[src/rtl/mem_port_arbiter_pkg.sv]
// ============================================================================
// Module : mem_pkg
// Desc   : Shared constants and address-legality helper for mem_port_arbiter.
// Rev    : 1.0 - initial release
// ============================================================================
`default_nettype none

package mem_pkg;

  localparam logic [1:0] IDLE   = 2'd0;
  localparam logic [1:0] ACCESS = 2'd1;
  localparam logic [1:0] RESP   = 2'd2;

  localparam logic OWN_IF = 1'b0;
  localparam logic OWN_D  = 1'b1;

  localparam int WORD_BYTES = 4;

  // 33-bit sum so addresses close to 2^32 cannot wrap around into range.
  function automatic logic addr_legal(input logic [31:0] addr, input int unsigned mem_bytes);
    logic [32:0] w_last;
    w_last = {1'b0, addr} + 33'(WORD_BYTES - 1);
    return (addr[1:0] == 2'b00) && (w_last <= 33'(mem_bytes - 1));
  endfunction

endpackage

`default_nettype wire

[src/rtl/mem_port_arbiter_if.sv]
// ============================================================================
// Module : mem_port_arbiter_if
// Desc   : Fetch/data requester handshakes plus the single memory port.
// Rev    : 1.0 - initial release
// ============================================================================
`default_nettype none

interface mem_port_arbiter_if;
  logic        if_req;
  logic [31:0] if_addr;
  logic        if_gnt;
  logic        if_valid;
  logic [31:0] if_rdata;
  logic        if_err;

  logic        d_req;
  logic        d_we;
  logic [31:0] d_addr;
  logic [31:0] d_wdata;
  logic        d_gnt;
  logic        d_valid;
  logic [31:0] d_rdata;
  logic        d_err;

  logic        MemRead;
  logic        MemWrite;
  logic [31:0] mem_addr;
  logic [31:0] mem_wdata;
  logic [31:0] mem_rdata;

  logic        busy;

  modport slave (
    input  if_req, if_addr, d_req, d_we, d_addr, d_wdata, mem_rdata,
    output if_gnt, if_valid, if_rdata, if_err,
    output d_gnt, d_valid, d_rdata, d_err,
    output MemRead, MemWrite, mem_addr, mem_wdata, busy
  );

  modport master (
    output if_req, if_addr, d_req, d_we, d_addr, d_wdata, mem_rdata,
    input  if_gnt, if_valid, if_rdata, if_err,
    input  d_gnt, d_valid, d_rdata, d_err,
    input  MemRead, MemWrite, mem_addr, mem_wdata, busy
  );
endinterface

`default_nettype wire

[src/rtl/mem_arb_pick.sv]
// ============================================================================
// Module : mem_arb_pick
// Desc   : Data-first priority with a starvation override for fetch.
// Rev    : 1.0 - initial release
// ============================================================================
`default_nettype none

module mem_arb_pick #(
  parameter int STARVE_LIMIT = 4
) (
  input  wire logic       i_if_req,
  input  wire logic       i_d_req,
  input  wire logic [3:0] i_streak,
  output logic            o_win_if,
  output logic            o_win_d
);

  always_comb begin
    o_win_if = i_if_req && (!i_d_req || (i_streak == 4'(STARVE_LIMIT)));
    o_win_d  = i_d_req && !o_win_if;
  end

endmodule

`default_nettype wire

[src/rtl/mem_port_arbiter.sv]
// ============================================================================
// Module : mem_port_arbiter
// Desc   : Shares one memory port between fetch and load/store requesters.
// Rev    : 1.0 - initial release
// ============================================================================
`default_nettype none

module mem_port_arbiter
  import mem_pkg::*;
#(
  parameter int ACCESS_CYCLES = 1,
  parameter int MEM_BYTES     = 1096,
  parameter int STARVE_LIMIT  = 4
) (
  input  wire logic          clk,
  input  wire logic          reset,
  mem_port_arbiter_if.slave  bus
);

  logic [1:0]  r_state;
  logic [1:0]  w_state_nxt;
  logic        r_own;
  logic        r_we;
  logic [31:0] r_addr;
  logic [31:0] r_wdata;
  logic [31:0] r_rdata;
  logic        r_err;
  logic        r_first;
  logic [3:0]  r_cnt;
  logic [3:0]  r_streak;

  logic        w_win_if;
  logic        w_win_d;
  logic        w_any;
  logic [31:0] w_cap_addr;
  logic        w_legal;
  logic        w_last;

  mem_arb_pick #(
    .STARVE_LIMIT (STARVE_LIMIT)
  ) u_pick (
    .i_if_req (bus.if_req),
    .i_d_req  (bus.d_req),
    .i_streak (r_streak),
    .o_win_if (w_win_if),
    .o_win_d  (w_win_d)
  );

  always_comb begin
    w_any      = w_win_if | w_win_d;
    w_cap_addr = w_win_d ? bus.d_addr : bus.if_addr;
    w_legal    = addr_legal(w_cap_addr, MEM_BYTES);
    w_last     = (r_cnt == 4'(ACCESS_CYCLES - 1));
  end

  always_ff @(posedge clk) begin
    if (reset) r_state <= IDLE;
    else       r_state <= w_state_nxt;
  end

  always_comb begin
    w_state_nxt = r_state;
    case (r_state)
      IDLE:    if (w_any) w_state_nxt = w_legal ? ACCESS : RESP;
      ACCESS:  if (w_last) w_state_nxt = RESP;
      RESP:    w_state_nxt = IDLE;
      default: w_state_nxt = IDLE;
    endcase
  end

  always_ff @(posedge clk) begin
    if (reset) begin
      r_own    <= OWN_IF;
      r_we     <= 1'b0;
      r_addr   <= '0;
      r_wdata  <= '0;
      r_rdata  <= '0;
      r_err    <= 1'b0;
      r_first  <= 1'b0;
      r_cnt    <= '0;
      r_streak <= '0;
    end else begin
      r_first <= 1'b0;
      case (r_state)
        IDLE: begin
          if (w_any) begin
            r_own   <= w_win_d ? OWN_D : OWN_IF;
            r_we    <= w_win_d & bus.d_we;
            r_addr  <= w_cap_addr;
            r_wdata <= w_win_d ? bus.d_wdata : 32'd0;
            r_rdata <= '0;
            r_err   <= ~w_legal;
            r_cnt   <= '0;
            r_first <= 1'b1;
          end
          // Streak counts data grants that made a waiting fetch lose.
          if (w_win_if) begin
            r_streak <= '0;
          end else if (w_win_d) begin
            if (!bus.if_req)           r_streak <= '0;
            else if (r_streak != 4'hF) r_streak <= r_streak + 4'd1;
          end
        end
        ACCESS: begin
          r_cnt <= r_cnt + 4'd1;
          if (w_last && !r_we) r_rdata <= bus.mem_rdata;
        end
        default: ;
      endcase
    end
  end

  always_comb begin
    bus.if_gnt    = 1'b0;
    bus.if_valid  = 1'b0;
    bus.if_rdata  = '0;
    bus.if_err    = 1'b0;
    bus.d_gnt     = 1'b0;
    bus.d_valid   = 1'b0;
    bus.d_rdata   = '0;
    bus.d_err     = 1'b0;
    bus.MemRead   = 1'b0;
    bus.MemWrite  = 1'b0;
    bus.mem_addr  = '0;
    bus.mem_wdata = '0;
    bus.busy      = (r_state != IDLE);

    bus.if_gnt = r_first && (r_own == OWN_IF);
    bus.d_gnt  = r_first && (r_own == OWN_D);

    // Address/data stay put through RESP so they outlive the strobes by a cycle.
    if (r_state == ACCESS || r_state == RESP) begin
      bus.mem_addr  = r_addr;
      bus.mem_wdata = r_wdata;
    end

    if (r_state == ACCESS) begin
      bus.MemRead  = ~r_we;
      bus.MemWrite = r_we;
    end

    if (r_state == RESP) begin
      if (r_own == OWN_IF) begin
        bus.if_valid = 1'b1;
        bus.if_rdata = r_rdata;
        bus.if_err   = r_err;
      end else begin
        bus.d_valid = 1'b1;
        bus.d_rdata = r_rdata;
        bus.d_err   = r_err;
      end
    end
  end

endmodule

`default_nettype wire

[src/flat_wrapper.sv]
// flat-port wrapper written by rule: the top's interface ports become plain ports
module mem_port_arbiter_flat import mem_pkg::*;
#(
  parameter int ACCESS_CYCLES = 1,
  parameter int MEM_BYTES     = 1096,
  parameter int STARVE_LIMIT  = 4
)
  (clk, reset, bus_if_req, bus_if_addr, bus_d_req, bus_d_we, bus_d_addr, bus_d_wdata, bus_mem_rdata, bus_if_gnt, bus_if_valid, bus_if_rdata, bus_if_err, bus_d_gnt, bus_d_valid, bus_d_rdata, bus_d_err, bus_MemRead, bus_MemWrite, bus_mem_addr, bus_mem_wdata, bus_busy);
  mem_port_arbiter_if bus_i ();
  input  wire logic clk;
  input  wire logic reset;
  input wire logic [$bits(bus_i.if_req)-1:0] bus_if_req;
  input wire logic [$bits(bus_i.if_addr)-1:0] bus_if_addr;
  input wire logic [$bits(bus_i.d_req)-1:0] bus_d_req;
  input wire logic [$bits(bus_i.d_we)-1:0] bus_d_we;
  input wire logic [$bits(bus_i.d_addr)-1:0] bus_d_addr;
  input wire logic [$bits(bus_i.d_wdata)-1:0] bus_d_wdata;
  input wire logic [$bits(bus_i.mem_rdata)-1:0] bus_mem_rdata;
  output wire logic [$bits(bus_i.if_gnt)-1:0] bus_if_gnt;
  output wire logic [$bits(bus_i.if_valid)-1:0] bus_if_valid;
  output wire logic [$bits(bus_i.if_rdata)-1:0] bus_if_rdata;
  output wire logic [$bits(bus_i.if_err)-1:0] bus_if_err;
  output wire logic [$bits(bus_i.d_gnt)-1:0] bus_d_gnt;
  output wire logic [$bits(bus_i.d_valid)-1:0] bus_d_valid;
  output wire logic [$bits(bus_i.d_rdata)-1:0] bus_d_rdata;
  output wire logic [$bits(bus_i.d_err)-1:0] bus_d_err;
  output wire logic [$bits(bus_i.MemRead)-1:0] bus_MemRead;
  output wire logic [$bits(bus_i.MemWrite)-1:0] bus_MemWrite;
  output wire logic [$bits(bus_i.mem_addr)-1:0] bus_mem_addr;
  output wire logic [$bits(bus_i.mem_wdata)-1:0] bus_mem_wdata;
  output wire logic [$bits(bus_i.busy)-1:0] bus_busy;
  assign bus_i.if_req = bus_if_req;
  assign bus_i.if_addr = bus_if_addr;
  assign bus_i.d_req = bus_d_req;
  assign bus_i.d_we = bus_d_we;
  assign bus_i.d_addr = bus_d_addr;
  assign bus_i.d_wdata = bus_d_wdata;
  assign bus_i.mem_rdata = bus_mem_rdata;
  assign bus_if_gnt = bus_i.if_gnt;
  assign bus_if_valid = bus_i.if_valid;
  assign bus_if_rdata = bus_i.if_rdata;
  assign bus_if_err = bus_i.if_err;
  assign bus_d_gnt = bus_i.d_gnt;
  assign bus_d_valid = bus_i.d_valid;
  assign bus_d_rdata = bus_i.d_rdata;
  assign bus_d_err = bus_i.d_err;
  assign bus_MemRead = bus_i.MemRead;
  assign bus_MemWrite = bus_i.MemWrite;
  assign bus_mem_addr = bus_i.mem_addr;
  assign bus_mem_wdata = bus_i.mem_wdata;
  assign bus_busy = bus_i.busy;
  mem_port_arbiter #(.ACCESS_CYCLES(ACCESS_CYCLES), .MEM_BYTES(MEM_BYTES), .STARVE_LIMIT(STARVE_LIMIT)) u_core (.clk(clk), .reset(reset), .bus(bus_i));
endmodule
[config.mk]
export PLATFORM = sky130hd
export DESIGN_NAME = mem_port_arbiter_flat
export DESIGN_NICKNAME = d
export VERILOG_FILES = /design/src/rtl/mem_port_arbiter_pkg.sv /design/src/rtl/mem_port_arbiter_if.sv /design/src/rtl/mem_arb_pick.sv /design/src/rtl/mem_port_arbiter.sv /design/src/flat_wrapper.sv
export SDC_FILE = /design/constraint.sdc
export NUM_CORES = 1
export LEC_CHECK = 0
export CELL_PAD_IN_SITES_DETAIL_PLACEMENT = 1
export CELL_PAD_IN_SITES_GLOBAL_PLACEMENT = 2
export CORE_MARGIN = 4
export CORE_UTILIZATION = 36
export CTS_BUF_LIST = sky130_fd_sc_hd__clkbuf_4 sky130_fd_sc_hd__clkbuf_8
export CTS_CLUSTER_DIAMETER = 120
export DETAILED_ROUTE_END_ITERATION = 6
export DONT_BUFFER_PORTS = 1
export PLACE_DENSITY = 0.84
export SLEW_MARGIN = 20
export SYNTH_ARGS = -nofsm -noshare
export SYNTH_HDL_FRONTEND = slang
export SYNTH_SLANG_ARGS = --single-unit
[constraint.sdc]
create_clock -name clk -period 4 [get_ports clk]
set_input_delay 0.4 -clock clk [delete_from_list [all_inputs] [get_ports clk]]
set_output_delay 0.4 -clock clk [all_outputs]
set_load 0.03 [all_outputs]
# Word level (Yosys, flattened, before mapping)
# Cells that the tools add are included.
# op_classes
n_addsub	3
multipliers	0
div	0
n_lt_le_gt_ge	1
eq_ne	8
n_shift	0
n_mux	33
bitwise_logic	6
n_reduce_logical	23
# ops
operator	count
two-way mux 32 bit	10
case mux 32 bit (2 select lines)	1
adder 32 x 2 -> 33 bit (second input constant)	1
<= comparator 33 x 11 -> 1 bit (second input constant)	1
two-way mux 4 bit	5
two-way mux 1 bit	12
adder 4 x 1 -> 4 bit (second input constant)	2
case mux 4 bit (2 select lines)	1
logical AND 1 bit	6
two-way mux 2 bit	3
!= test 2 x 1 -> 1 bit (second input constant)	3
AND reduction 2 bit	3
AND reduction 3 bit	2
nonzero test 2 bit	3
== test 4 x 3 -> 1 bit (second input constant)	1
logical NOT 2 bit	2
logical NOT 4 bit	1
!= test 4 bit (second input constant)	1
inverter 1 bit	4
case mux 2 bit (2 select lines)	1
logical NOT 1 bit	3
!= test 3 x 1 -> 1 bit (second input constant)	1
== test 2 x 1 -> 1 bit (second input constant)	1
== test 2 bit (second input constant)	1
other kinds (4)	5
# word_totals
reg_bits	110
latch_bits	0
ramBits	0
rom_bits	0
input_bits	133
output_inout_bits	137
mem_count	0

# Longest topological paths before layout
# Gate-level depths: netlist of the first run.
# logic_depth
depth_word	12
mapped_depth	19
mapped_depth_nobuf	14

# Modules after synthesis
# Synthesis of the first run repeated with hierarchy kept, for this count alone.
# hier_totals
cells_unflattened	822
area_unflattened_um2	6364.9
# by_module_without_submodules
module	instances	cells_per_inst	area_per_inst_um2	seq_area_each_um2
mem_port_arbiter	1	818	6338.6	2202.1
mem_arb_pick	1	4	26.3	0.0

# Least setup slack after synthesis of the first run
# Ideal clock, no wire load.
# synth_path
path_kind	register to register
start	register u_core.r_streak[0]
end	register u_core.r_err
t_arrival_ns	3.380
required_ns	3.868
slack_ns	0.487
stages_incl_launch_ff	19
cell_sequence	dfxtp_1 inv_1 ha_1 nand4b_2 nand2_1 buf_2 buf_4 buf_4 mux2i_1 ha_1 clkbuf_1 nor4_1 a32oi_2 buf_6 o31a_1 nor3_1 a22oi_1 nor4_2 a211oi_2
# synth_between
elab_chain_cells	10
word_cells_on_any_way	13
classes_between	add/sub (1); order compare (1); eq/ne (1); mux (1); bitwise (2); reduce/logical (7)
# synth_rtl
element	line	source
start, declared	mem_port_arbiter.sv:30	logic [3:0] r_streak;
start signal, assigned	mem_port_arbiter.sv:101	else if (r_streak != 4'hF) r_streak <= r_streak + 4'd1;
== test 4 x 3 -> 1 bit (*)	mem_arb_pick.sv:19	o_win_if = i_if_req && (!i_d_req || (i_streak == 4'(STARVE_LIMIT)));
logical OR 1 bit (*)	mem_arb_pick.sv:19	
logical AND 1 bit (*)	mem_arb_pick.sv:19	
logical NOT 1 bit	mem_arb_pick.sv:20	o_win_d = i_d_req && !o_win_if;
logical AND 1 bit	mem_arb_pick.sv:20	
two-way mux 32 bit	mem_port_arbiter.sv:51	w_cap_addr = w_win_d ? bus.d_addr : bus.if_addr;
adder 32 x 2 -> 33 bit	mem_port_arbiter_pkg.sv:22	w_last = {1'b0, addr} + 33'(WORD_BYTES - 1);
<= comparator 33 x 11 -> 1 bit	mem_port_arbiter_pkg.sv:23	return (addr[1:0] == 2'b00) && (w_last <= 33'(mem_bytes - 1));
logical AND 1 bit	mem_port_arbiter_pkg.sv:23	
inverter 1 bit	mem_port_arbiter.sv:92	r_err <= ~w_legal;
end signal, assigned	mem_port_arbiter.sv:92	
end, declared	mem_port_arbiter.sv:27	logic r_err;
# Mark *: on every way between the ends. The rest lies on a longest branch, timed or not.
# A chain may end at the register's enable or synchronous reset.

# Worst setup path after layout of the first run
# layout_path
start	register u_core.r_streak[0]
end	register u_core.r_state[1]
# layout_between
elab_chain_cells	12
word_cells_on_any_way	16
classes_between	add/sub (1); order compare (1); eq/ne (2); mux (4); bitwise (1); reduce/logical (7)
# layout_rtl
element	line	source
== test 4 x 3 -> 1 bit (*)	mem_arb_pick.sv:19	
logical OR 1 bit (*)	mem_arb_pick.sv:19	
logical AND 1 bit (*)	mem_arb_pick.sv:19	
logical NOT 1 bit	mem_arb_pick.sv:20	
logical AND 1 bit	mem_arb_pick.sv:20	
two-way mux 32 bit	mem_port_arbiter.sv:51	
adder 32 x 2 -> 33 bit	mem_port_arbiter_pkg.sv:22	
<= comparator 33 x 11 -> 1 bit	mem_port_arbiter_pkg.sv:23	
logical AND 1 bit	mem_port_arbiter_pkg.sv:23	
two-way mux 2 bit (2 in a row)	mem_port_arbiter.sv:64	IDLE: if (w_any) w_state_nxt = w_legal ? ACCESS : RESP;
case mux 2 bit (2 select lines)	mem_port_arbiter.sv:63	case (r_state)
end signal, assigned	mem_port_arbiter.sv:58	else r_state <= w_state_nxt;
end, declared	mem_port_arbiter.sv:20	logic [1:0] r_state;
# Mark *: on every way between the ends. The rest lies on a longest branch, timed or not. The select of a mux whose other input is x is not followed.

==> flow_metrics.tcl, run 1 <==
set metrics [dict create \
    synth_area_um2 6570 \
    rsz0062_at_grt "false" \
    drv_slew 0 \
    gr-max-usage-layer "met2" \
    start_util_pct 36.6 \
    place_congestion 0.862 \
    netlist_top_cells_area "dfxtp_1 (34%), and2_1 (9.5%), nor2_1 (7.0%), a22oi_1 (5.9%), nand2_1 (4.5%)" \
    crit_buf_inv 1 \
    final_common_cell "nor2_1" \
    synth.top_cell.area_share_pct 33.5 \
    place_hpwl_um 16500 \
    met1_usage_pct 24.1 \
    drtPass1Iterations 4 \
    fin_ws_ns 0.391 \
    htree_levels 3 \
    met2_usage_pct 36.3 \
    synth-adder-area-share_pct 1.52 \
    routed_wl_um 22100 \
    yosysWarnings 0 \
    antenna_found_initial 0 \
    synth_top_family_by_area "simple AND/OR/NAND/NOR gates" \
    cp_slowest_stage_delay_ns 0.42 \
    rows 49 \
    worst_slew_pin_slew_ns 1.06 \
    synth-main-ff-cell "dfxtp_1" \
    nNetsFinal 940 \
    cp_data_arrival_time_ns 3.88 \
    worst_hold_slack_ns 0.0761 \
    critPathKind "reg2reg" \
    crit_top_cell "a21oi_1" \
    grt_pass1_vias 6355 \
    post_cts.repair.setup_buffers 0 \
    clock_sinks 110 \
    synth.mux.area_fraction_pct 3.24 \
    root_buffer "clkbuf_8" \
    post-place-ws_ns 0.200 \
    post-route-period-util_pct 90.2 \
    area_delta_synth_final_pct 4.53 \
    hp-start "reset" \
    synth_nets 986 \
    ir_drop_mv 0.160 \
    io-pin-count 270 \
    multi_input_area_um2 4100 \
    design.core.area_um2 18000 \
    grt_overflow 0 \
    portBuffers 0 \
    fillers 2204 \
    numCtsBuffers 9 \
    grt_max_degree 107 \
    synth-compound-area-share_pct 19.1 \
    crit_fanout 12 \
    fin_tns_setup_ns 0 \
    power_density_nw_per_um2 339 \
    placedCellCount 1017 \
    end_kind "flop" \
    fin_crit_ns 3.61 \
    drt_iter0_drc 291 \
    track_usage_pct 20.7 \
    dieArea_um2 20500 \
    drive_above_1_share_pct 7.71 \
    yosysUniqueCellTypes 65 \
    ys_seq_elements 110 \
    start_kind "flop" \
    cts_tree "built" \
    fmax_ghz 0.277 \
    synthArstFlopShare_pct 0 \
    worst_r2r_startpoint "u_core.r_streak[0]" \
    finalClockSkew_ns 0.0111 \
    cp_top_family "simple AND/OR/NAND/NOR gates" \
    grt_use_met3_pct 5.86 \
    synthSimpleGateAreaFrac_pct 34.3 \
    hold_path_class "in2reg" \
    slowest_stage "a32oi_4" \
    setup_viol 0 \
    cts_max_path_buffers 2 \
    max_cap_viol_count 0 \
    leakage_nw 2.59 \
    synth_xor_area_share_pct 3.20 \
    via_per_inst 5.90 \
    ant_nets 0 \
    wire_per_inst_um 21.4 \
    startpoint "u_core.r_streak[0]" \
    mostFrequentLayoutCells "nor2_1 (121), dfxtp_1 (110), and2_1 (100)" \
    yosysTopAreaCell "dfxtp_1" \
    status "completed" \
    seqCellArea_um2 2200 \
    grt_pass1_wl_um 34100 \
    cp_cell_sequence "inv_1 -> ha_1 -> nand4b_2 -> nand2_1 -> mux2i_1 -> ha_2 -> nand3b_1 -> a21oi_1 -> a32oi_4 -> o211a_1 -> a21oi_1 -> nor4_2 -> and4_4 -> a31oi_1" \
    dr_total_vias 6098 \
    clk_latency_ns 0.38 \
    drc 0 \
    max_slew_margin_pct 28.8 \
    die_y_um 143 \
    netlist_instances 845 \
    hold_viol 0 \
    die_w_um 143 \
    syn_area_per_cell_um2 7.78 \
    path_clk_slew_ns 0.12 \
    layoutNonFillerInstCount 1033 \
    n_antenna_cell 0 \
    synth_enable_flop_cells 0 \
    worstPathRequired_ns 4.27 \
    ys_seq_area_share_pct 33.5 \
]
## cell type report
class / instances / share of cell area (%)
sequential: 110 / 32.1
clock buffer: 10 / 1.91
timing repair buffer: 8 / 0.874
multi-input combinational: 658 / 59.6
clock inverter: 6 / 0.728
inverter: 12 / 0.656
tap: 229 / 4.17
## cells in the mapped netlist, drive strengths merged, types with 2 or more instances
cell / n
nor3: 25
o211ai: 5
and3: 37
a211oi: 28
a31o: 2
o21ai: 7
nand4: 9
a21oi: 32
a22oi: 53
dfxtp: 110
and2: 100
nor4: 10
inv: 12
clkbuf: 54
or3: 2
xnor2: 10
buf: 11
o31a: 3
nand2: 78
a21o: 2
a32oi: 5
nand2b: 2
ha: 8
o21bai: 2
nand3: 29
nor2b: 6
xor2: 14
o31ai: 2
a311oi: 12
nor2: 128
a31oi: 10
o211a: 2
mux2i: 19
## what timing repair did
| item | CTS | global route |
|---|---|---|
| hold buffers | 0 | 0 |
| endpoints found under the setup margin | 0 | 3 |
| gates resized for setup | 0 | 3 |
## registers in the layout, indices dropped and copies added (netlist names), 2 cells and up
name             flops
u_core.r_rdata      32
u_core.r_addr       32
u_core.r_cnt         4
u_core.r_state       2
u_core.r_streak      4
u_core.r_wdata      32
## kinds of logic (layout without fill, tap and decap cells)
group | count (synthesis) | count (layout)
DFF | 110 | 110
AOI/OAI and AO/OA | 172 | 172
adders and majority gates | 8 | 8
xor gates and xnor gates | 24 | 24
and+or+nand+nor | 434 | 434
muxes | 20 | 20
buffers and inverters | 77 | 36
## report_power, final
part           total (mW)  switching (mW)  internal (mW)
logic               0.464           0.327          0.137
registers            1.20          0.0395           1.16
clock network       0.671           0.426          0.245
total                2.33           0.792           1.54
## path summary, 6_finish.rpt
path                                      endpoint  slack, ns  depth (start not counted)
worst max register to register   u_core.r_state[1]       0.39                         14
worst min register to register  u_core.r_rdata[12]       0.47                          2
worst max-delay path             u_core.r_state[1]       0.39                         14
worst min-delay path             u_core.r_addr[27]       0.08                          1
## layer usage
layer / wire length [um] / vias to the layer above
met5: 0 / -
met4: 436 / 0
met3: 1910 / 33
met2: 10800 / 237
met1: 8940 / 2948
li1: - / 2880
## per-stage QoR
step	area, um2	util [%]	power [mW]
final	6870	38.2	2.33
after global routing	6870	38.2	2.46
after CTS	6840	38.1	2.37
after global placement	6660	37.1	1.67
after floorplan	6570	-	1.60
after detailed placement	6660	37.1	1.69
Power figures use the tool's default switching activity.
==> inputs of run 2 (changes only) <==
--- a/config.mk
+++ b/config.mk
@@ -5,15 +5,16 @@
 export SDC_FILE = /design/constraint.sdc
 export NUM_CORES = 1
 export LEC_CHECK = 0
+export ABC_AREA = 1
 export CELL_PAD_IN_SITES_DETAIL_PLACEMENT = 1
 export CELL_PAD_IN_SITES_GLOBAL_PLACEMENT = 2
 export CORE_MARGIN = 4
-export CORE_UTILIZATION = 36
+export CORE_UTILIZATION = 35
 export CTS_BUF_LIST = sky130_fd_sc_hd__clkbuf_4 sky130_fd_sc_hd__clkbuf_8
 export CTS_CLUSTER_DIAMETER = 120
 export DETAILED_ROUTE_END_ITERATION = 6
 export DONT_BUFFER_PORTS = 1
-export PLACE_DENSITY = 0.84
+export PLACE_DENSITY = 0.88
 export SLEW_MARGIN = 20
 export SYNTH_ARGS = -nofsm -noshare
 export SYNTH_HDL_FRONTEND = slang
==> constraint.sdc (replaced) <==
create_clock -name clk -period 4.2 [get_ports clk]
set_input_delay 0.42 -clock clk [delete_from_list [all_inputs] [get_ports clk]]
set_output_delay 0.42 -clock clk [all_outputs]
set_load 0.03 [all_outputs]
==> run 2 against run 1 <==
Sequential share of layout area down 3.0 points. Final cell count is 39% higher. Largest power group unchanged. Routed wire length rose by 10%. Critical endpoint is now u_core.r_err. Highest routed layer is now met5.
==> flow_metrics.tcl, run 2 <==
set metrics [dict create \
    status "completed" \
    nNetsFinal 1303 \
    critPathKind "reg2reg" \
    ys_top_cells_by_count "nand2_1 (342), inv_1 (207), nor2_1 (126)" \
    path_clk_slew_ns 0.13 \
    grt_pass1_vias 7482 \
    drv_slew 0 \
    clk_latency_ns 0.39 \
    cp_slowest_stage_delay_ns 0.43 \
    start_util_pct 35.9 \
    postCtsHoldBufs 0 \
    mostFrequentLayoutCells "nand2_1 (341), inv_1 (207), nor2_1 (125)" \
    clock_sinks 110 \
    reg2reg_slack_ns 0.89 \
    track_usage_pct 20.5 \
    fin_crit_ns 3.31 \
    ir_drop_mv 0.150 \
    cts_max_path_buffers 2 \
    drc 0 \
    synth-main-ff-cell "dfxtp_1" \
    yosysTopAreaCell "dfxtp_1" \
    ctsResizeCount 0 \
    synth_most_common_cell "nand2_1" \
    cp_data_arrival_time_ns 3.59 \
    fillers 2765 \
    routed_wl_um 24300 \
    worst_slew_pin_slew_ns 0.934 \
    grt_max_degree 80 \
    design.core.area_um2 20400 \
    max_slew_margin_pct 37.7 \
    portBuffers 0 \
    power_density_nw_per_um2 306 \
    ys_seq_elements 110 \
    crit_top_cell "nand2_1" \
    p_total_mw 2.32 \
    synth.top_cell.area_share_pct 30.1 \
    synth_area_um2 7330 \
    synth_enable_flop_cells 0 \
    dieArea_um2 23300 \
    netlist_top_cells_area "dfxtp_1 (30%), nand2_1 (18%), inv_1 (11%), nor2_1 (6.5%), a21oi_1 (5.3%)" \
    drive_above_1_share_pct 7.28 \
    synth_nets 1355 \
    hold_path_class "in2reg" \
    post-route-period-util_pct 78.7 \
    n_antenna_cell 0 \
    ys_seq_area_share_pct 30.1 \
    rows 52 \
    max_cap_viol_count 0 \
    slowest_stage "nand2_4" \
    wire_per_inst_um 16.9 \
    synthArstFlopShare_pct 0 \
    fmax_ghz 0.302 \
    grt_overflow 0 \
    die_w_um 153 \
    die_y_um 153 \
    htree_levels 3 \
    fin_tns_setup_ns 0 \
    crit_fanout 50 \
    yosysUniqueCellTypes 38 \
    finalClockSkew_ns 0.0160 \
    cp_cell_sequence "inv_1 -> ha_1 -> nand4_4 -> nand2_4 -> nand2_1 -> nand2_1 -> nand2_1 -> nor2_1 -> inv_1 -> nor2_1 -> nand3_1 -> nand2_1 -> nand2_1 -> nor2_1 -> nand2_1 -> nor2_1 -> nand2_1 -> nor2_2 -> nand2_1 -> o21ai_1 -> inv_1" \
    area_delta_synth_final_pct 3.59 \
    top_regs "u_core.r_addr x32, u_core.r_rdata x32, u_core.r_wdata x32" \
    drtPass1Iterations 5 \
    dr_total_vias 7277 \
    grt_pass1_wl_um 40100 \
    drt_iter0_drc 386 \
    worstPathRequired_ns 4.49 \
    ant_nets 0 \
    end_kind "flop" \
    numCtsBuffers 9 \
    rsz0062_at_grt "false" \
    place_congestion 0.929 \
    via_per_inst 5.06 \
    start_kind "flop" \
    antenna_found_initial 1 \
    post_cts.repair.setup_buffers 0 \
    leakage_nw 3.72 \
    io-pin-count 270 \
    cts_tree "built" \
    yosysWarnings 0 \
    netlist_instances 1214 \
    root_buffer "clkbuf_8" \
    place_hpwl_um 18300 \
    final_common_cell "nand2_1" \
    setup_viol 0 \
    hold_viol 0 \
    syn_area_per_cell_um2 6.03 \
]
==> run 2: cell count changes after synthesis, sizes merged, moves of 37 or more <==
cell and change:
nand2 +289, nand3 +51, inv +203, a21oi +46, and3 -37, and2 -99
a22oi -53
==> run 2: kinds of logic (layout without fill, tap and decap cells) <==
kind of cell | count (synthesis) | in the layout | share of synthesized area (%)
and+or+nand+nor | 657 | 657 | 40.4
DFF | 110 | 110 | 30.1
AOI/OAI and AO/OA | 144 | 144 | 11.6
buffers and inverters | 289 | 242 | 15.8
adders and majority gates | 8 | 8 | 1.37
xor gates and xnor gates | 6 | 6 | 0.717
==> run 2: layer usage <==
metal	global-route usage [%]	wire length, um
met5	0	20
met4	5.64	448
met3	5.06	1450
met2	33.4	11100
met1	27.0	11300
==> run 2: where the power goes <==
| part | switching (mW) | internal (mW) |
|---|---|---|
| combinational | 0.394 | 0.134 |
| clock | 0.420 | 0.230 |
| sequential | 0.0330 | 1.11 |
| total | 0.847 | 1.47 |
==> run 2: worst max-delay path: cells and delay by family, from the launching register on <==
kind / cells / cell delay (ns)
fa+ha+maj: 1 / 0.23
simple gates: 16 / 2.21
compound gates: 1 / 0.14
flops: 1 / 0.34
buf+inv: 3 / 0.25
==> run 2: layout make-up <==
type	instances	area, um2	share of cell area (%)
multi-input combinational	815	3980	52.4
sequential	110	2200	29.0
inverter	218	818	10.8
tap	270	338	4.45
clock buffer	9	124	1.63
clock inverter	7	66.3	0.874
timing repair buffer	8	60.1	0.791
==> run 2: path summary, 6_finish.rpt <==
check	start	endpoint	cells past startpoint
worst max-delay path	u_core.r_streak[0]	u_core.r_err	21
worst min-delay path	reset	u_core.r_rdata[30]	1
worst min register to register	u_core.r_rdata[30]	u_core.r_rdata[30]	2
worst max register to register	u_core.r_streak[0]	u_core.r_err	21
==> run 2: per-stage QoR <==
| step | hold WS [ns] | worst slack (ns) | instance area, um2 | utilization (%) | std cells |
|---|---|---|---|---|---|
| 2_1_floorplan | 0.445 | 1.48 | 7330 | - | 1214 |
| 3_3_place_gp | 0.446 | 1.02 | 7400 | 36.2 | 1421 |
| 3_5_place_dp | 0.450 | 0.872 | 7400 | 36.2 | 1421 |
| 4_1_cts | 0.0536 | 0.840 | 7590 | 37.1 | 1437 |
| 5_1_grt | 0.0533 | 0.394 | 7590 | 37.1 | 1437 |
| 6_report | 0.0894 | 0.893 | 7590 | 37.1 | 1437 |
